<file path="src/rtl/iterative_alu.sv">
// Execute-stage ALU with valid/ready handshakes. Shifts move one bit per cycle,
// so no barrel shifter is needed; every other op completes in one cycle.
//   state | meaning
//   IDLE  | waiting for an operation
//   SHIFT | serial shift in progress, one bit position per cycle
//   DONE  | result and flags held until the consumer takes them
module iterative_alu #(
  parameter int WIDTH   = 32,
  parameter int SHAMT_W = 5
) (
  input  logic               clk,
  input  logic               rst_n,
  input  logic               in_valid,
  output logic               in_ready,
  input  logic [WIDTH-1:0]   a,
  input  logic [WIDTH-1:0]   b,
  input  logic [3:0]         alufn,
  output logic               out_valid,
  input  logic               out_ready,
  output logic [WIDTH-1:0]   result,
  output logic               zf,
  output logic               cf,
  output logic               vf,
  output logic               sf
);

  localparam logic [3:0] ALU_ADD  = 4'h0;
  localparam logic [3:0] ALU_SUB  = 4'h1;
  localparam logic [3:0] ALU_AND  = 4'h2;
  localparam logic [3:0] ALU_OR   = 4'h3;
  localparam logic [3:0] ALU_XOR  = 4'h4;
  localparam logic [3:0] ALU_SLT  = 4'h5;
  localparam logic [3:0] ALU_SLTU = 4'h6;
  localparam logic [3:0] ALU_SLL  = 4'h7;
  localparam logic [3:0] ALU_SRL  = 4'h8;
  localparam logic [3:0] ALU_SRA  = 4'h9;

  typedef enum logic [1:0] {IDLE, SHIFT, DONE} state_t;

  state_t             state;
  logic [WIDTH-1:0]   work;
  logic [SHAMT_W-1:0] cnt;
  logic [3:0]         op;

  logic               accept;
  logic               is_sub;
  logic               is_shift;
  logic [WIDTH-1:0]   b_eff;
  logic [WIDTH:0]     sum;
  logic [WIDTH-1:0]   res_now;
  logic               cf_now;
  logic               vf_now;
  logic [WIDTH-1:0]   shifted;

  assign in_ready = (state == IDLE) || ((state == DONE) && out_ready);
  assign accept   = in_valid && in_ready;

  // SUB is formed as a + ~b + 1 so cf reads as "no borrow".
  always_comb begin
    is_sub   = (alufn == ALU_SUB);
    is_shift = (alufn == ALU_SLL) || (alufn == ALU_SRL) || (alufn == ALU_SRA);
    b_eff    = is_sub ? ~b : b;
    sum      = {1'b0, a} + {1'b0, b_eff} + {{WIDTH{1'b0}}, is_sub};
    res_now  = '0;
    cf_now   = 1'b0;
    vf_now   = 1'b0;
    case (alufn)
      ALU_ADD, ALU_SUB: begin
        res_now = sum[WIDTH-1:0];
        cf_now  = sum[WIDTH];
        vf_now  = (a[WIDTH-1] == b_eff[WIDTH-1]) && (sum[WIDTH-1] != a[WIDTH-1]);
      end
      ALU_AND:  res_now = a & b;
      ALU_OR:   res_now = a | b;
      ALU_XOR:  res_now = a ^ b;
      ALU_SLT:  res_now = {{(WIDTH-1){1'b0}}, ($signed(a) < $signed(b))};
      ALU_SLTU: res_now = {{(WIDTH-1){1'b0}}, (a < b)};
      ALU_SLL, ALU_SRL, ALU_SRA: res_now = a;
      default:  res_now = '0;
    endcase
  end

  always_comb begin
    case (op)
      ALU_SLL: shifted = {work[WIDTH-2:0], 1'b0};
      ALU_SRA: shifted = {work[WIDTH-1], work[WIDTH-1:1]};
      default: shifted = {1'b0, work[WIDTH-1:1]};
    endcase
  end

  always_ff @(posedge clk or negedge rst_n) begin
    if (!rst_n) begin
      state     <= IDLE;
      work      <= '0;
      cnt       <= '0;
      op        <= '0;
      out_valid <= 1'b0;
      result    <= '0;
      zf        <= 1'b0;
      cf        <= 1'b0;
      vf        <= 1'b0;
      sf        <= 1'b0;
    end else if (state == SHIFT) begin
      work <= shifted;
      cnt  <= cnt - 1'b1;
      if (cnt == SHAMT_W'(1)) begin
        result    <= shifted;
        zf        <= (shifted == '0);
        sf        <= shifted[WIDTH-1];
        cf        <= 1'b0;
        vf        <= 1'b0;
        out_valid <= 1'b1;
        state     <= DONE;
      end
    end else begin
      if ((state == DONE) && out_ready) begin
        out_valid <= 1'b0;
        state     <= IDLE;
      end
      // A new op accepted in the same cycle overrides the return to IDLE.
      if (accept) begin
        op   <= alufn;
        work <= a;
        cnt  <= b[SHAMT_W-1:0];
        if (is_shift && (b[SHAMT_W-1:0] != '0)) begin
          out_valid <= 1'b0;
          state     <= SHIFT;
        end else begin
          result    <= res_now;
          zf        <= (res_now == '0);
          sf        <= res_now[WIDTH-1];
          cf        <= cf_now;
          vf        <= vf_now;
          out_valid <= 1'b1;
          state     <= DONE;
        end
      end
    end
  end

endmodule

</file>
<file path="config.mk">
export PLATFORM = sky130hd
export DESIGN_NAME = iterative_alu
export DESIGN_NICKNAME = d
export VERILOG_FILES = /design/src/rtl/iterative_alu.sv
export SDC_FILE = /design/constraint.sdc
export NUM_CORES = 1
export LEC_CHECK = 0
export BUFFER_PORTS_ARGS = -buffer_cell sky130_fd_sc_hd__buf_4
export CORE_UTILIZATION = 30
export DETAILED_ROUTE_END_ITERATION = 6
export GPL_TIMING_DRIVEN = 0
export PLACE_DENSITY = 0.56
export REMOVE_ABC_BUFFERS = 1
export SLEW_MARGIN = 40
export SYNTH_ARGS = -nofsm -noshare
export SYNTH_HDL_FRONTEND = slang
export SYNTH_SLANG_ARGS = --single-unit
</file>
<file path="constraint.sdc">
create_clock -name clk -period 2.9 [get_ports clk]
set_input_delay 0.29 -clock clk [delete_from_list [all_inputs] [get_ports clk]]
set_output_delay 0.29 -clock clk [all_outputs]
set_load 0.05 [all_outputs]
</file>
==> out/summary.txt <==
Clock power frac -> 0.148
delay-heaviest family, CP -> simple AND/OR/NAND/NOR gates
Yosys top cell by area -> dfrtp_1
Slew @ Worst Pin -> 0.778 ns
Simple-Gate Fraction of Synth Area -> 0.189
Logic pwr share -> 0.601
number of warnings issued by yosys -> 0
failing checks -> negative hold slack, negative setup slack
Synth Area in Compound Gates -> 0.255
Slew HR -> 0.481
CP Launch Type -> input pin
Crit-path slowest cell -> or4_1
Post-synth EDFFs -> 0
RSZ-0062 raised after global routing -> true
Area Overhead vs Synth -> 32.3%
clock buffer depth -> 2
placed cells -> 1,624
Core Rows -> 63
worst hold slack -> -0.0187 ns
first-pass GRT wire length -> 52,800 µm
Yosys reg bits -> 78
Iteration-0 DRC Markers -> 822
final slew viol count -> 0
layout cells sized above 1 -> 0.256
Synth Area in Adders -> 0.188
root buffer cell -> clkbuf_16
final worst setup slack -> -0.917 ns
final setup fails -> 21
R2R setup slack -> -0.48 ns
distinct cell type count after synthesis -> 73
total CTS buffers -> 9
antenna-violating nets left -> 0
DP Wirelength -> 25,300 µm
I/O pin cnt -> 110
die height -> 177 µm
I/O Buffers -> 109
Post-synth ARST share -> 1.00
Tmin final -> 3.82 ns
Layout Cells excl Fill -> 1,700
Final TNS setup -> -8.57 ns
CTS clk-pin slew, worst paths -> 0.07 ns
Crit Path Class -> in -> reg
crit path max fanout -> 11
ANT cells -> 0
die area -> 31,400 µm²
syn avg cell area -> 7.91 µm²
P_leak -> 5.43 nW
Vias/cell -> 5.60
largest net degree at the start of global routing -> 79
die span in x -> 177 µm
outcome -> complete, but fails checks
Synth Instances -> 1,164
Layout Nets -> 1,515
clock skew -> 0.00980 ns
starting density of the core -> 0.308
fmax -> 262 MHz
Setup crit end kind -> register
switching pwr -> 0.00423 W
CP Data Arrival Time -> 4.06 ns
max-cap violation count -> 0
Internal -> 0.00414 W
core area -> 29,900 µm²
Sinks on Clock Net -> 78
ys flop type -> dfrtp_1
Critical Path RT -> 3.14 ns
sw frac -> 0.505
worst-case vdd ir drop -> 0.523 mV
CTS tree -> built
vias in the first global route -> 9,142
register area share after synthesis -> 0.212
Post-CTS Hold Buffers -> 0
grt ovf -> 0
post-synthesis mux area share -> 0.0398
CP most frequent cell -> buf_4
final hold viol count -> 11
# DRC -> 0
Power Density -> 688 nW/µm²
total number of vias -> 9,512
Mapped Area -> 9200 µm²
CP bufs+invs -> 7
CP cell instances -> buf_16, nor4b_4, buf_6, buf_8, buf_4, xnor2_1, ha_4, nand4_1, or4_1, o32a_1, buf_4, a21oi_4, buf_4, nor3_2, a21oi_2, a31oi_2, mux2_4, o21ai_4, buf_6, o31ai_1
wire length per cell -> 20.2 µm
Yosys top cell area share -> 0.212
# H-tree levels -> 3
max incr delay on CP -> 0.52 ns
Worst-Skew Late Latency -> 0.36 ns
largest family of logic cells by synthesized area -> compound AO/OA/AOI/OAI gates
post-route clock period utilization -> 1.32
WL final -> 34,400 µm
Hold Crit Class -> in -> async
top cells by area, synth -> dfrtp_1 (21%), ha_1 (19%), o21ai_0 (4.8%)
drt pass-1 iters -> 6
Seq pwr share -> 0.250
GPL Wtd Cong -> 0.884
initial antenna violation count -> 0
fraction of synthesized cell area in xor and xnor cells -> 0.0485
GRT Total Usage -> 0.218
layout make-up:
cell class / count / area, µm²
fill: 2998 / 17700
timing repair buffer: 194 / 1720
clock buffer: 9 / 225
inverter: 94 / 353
tap: 390 / 488
clock inverter: 7 / 78.8
sequential: 78 / 1950
multi-input combinational: 928 / 7360
placed cells by master, fill, tap and decap left out, types with 7 or more instances in the layout:
cell and instances:
nand2b_1 15, nor2_1 80, a21oi_1 66, nor3_1 21, clkbuf_16 9, xor2_1 7
o21ai_0 64, nand4_1 13, a21o_1 16, a221oi_1 12, ha_1 121, mux2i_1 31
ha_4 10, a21oi_2 15, buf_6 7, nand2_1 110, o211ai_1 13, o31ai_1 10
xnor2_1 34, a22oi_1 30, xnor2_2 7, nor4_1 11, o21ai_1 18, dfrtp_1 78
buf_4 165, inv_1 93, a221o_1 14, nand3_1 21
registers in the layout (all words and copies together) (netlist names):
signal and count:
cnt 5, work 32, vf 1, out_valid 1
state 1, op 4, result 32, cf 1
zf 1
cell families after synthesis:
group | count (synthesis)
buffers and inverters | 158
multiplexers | 36
AO/OA/AOI/OAI | 352
flip-flops | 78
adder cells (fa/ha/maj) | 138
XOR/XNOR | 51
AND/OR/NAND/NOR | 351
Yosys cell counts, drive strengths merged, types with 7 or more instances:
cell	count
clkbuf	50
a221o	14
a21o	16
nor2	85
nor2b	7
nor3	25
a31oi	7
mux2i	31
nand2	112
buf	14
nand2b	16
a211oi	12
a21oi	84
nand3	21
ha	137
a221oi	19
a22oi	31
xor2	8
o21ai	92
o31ai	12
nor3b	8
xnor2	43
nand4	13
and2	9
dfrtp	78
nor4	14
inv	94
o211ai	13
final timing paths:
kind,cells after the start,from,end
worst max-delay path,20,alufn[3],zf
worst min-delay path,1,rst_n,cnt[2]
worst max register to register,12,cnt[1],zf
worst min register to register,2,vf,vf
max in group asynchronous,1,rst_n,work[25]
min in group clk,3,b[2],cnt[2]
power by group through the flow:
| stage | Clock [W] | Combinational [W] | Sequential (W) |
|---|---|---|---|
| 4_1_cts | 0.00126 | 0.00485 | 0.00208 |
| 2_1_floorplan | 0 | 0.00217 | 0.00276 |
| 5_1_grt | 0.00130 | 0.00544 | 0.00217 |
| 6_report | 0.00124 | 0.00503 | 0.00210 |
| 3_5_place_dp | 0 | 0.00459 | 0.00209 |
| 3_3_place_gp | 0 | 0.00435 | 0.00208 |
layer usage:
metal | vias to the layer above | GRT usage | wire, µm
met2 | 337 | 0.344 | 15200
met4 | 0 | 0.0758 | 1110
li1 | 4504 | - | -
met5 | - | 0 | 0
met1 | 4609 | 0.301 | 16000
met3 | 62 | 0.0337 | 2100
through the flow:
stage / setup slack, ns / hold WS, ns / power (W) / util / area [µm²]
2_1_floorplan: -1.98 / -0.00559 / 0.00493 / - / 8930
3_3_place_gp: -6.36 / 0.458 / 0.00643 / 0.343 / 10200
3_5_place_dp: -2.44 / 0.408 / 0.00668 / 0.355 / 10600
4_1_cts: -0.857 / 0.0231 / 0.00819 / 0.393 / 11800
5_1_grt: -1.10 / 0.0261 / 0.00891 / 0.408 / 12200
6_report: -0.917 / -0.0187 / 0.00837 / 0.408 / 12200
what timing repair did:
action	4_1_cts	5_1_grt
endpoints found under the setup margin	30	28
pin swaps	62	34
buffers inserted	35	23
gates resized for setup	113	52
gates cloned	2	0
Note: power is estimated with default switching activity, not from simulation.
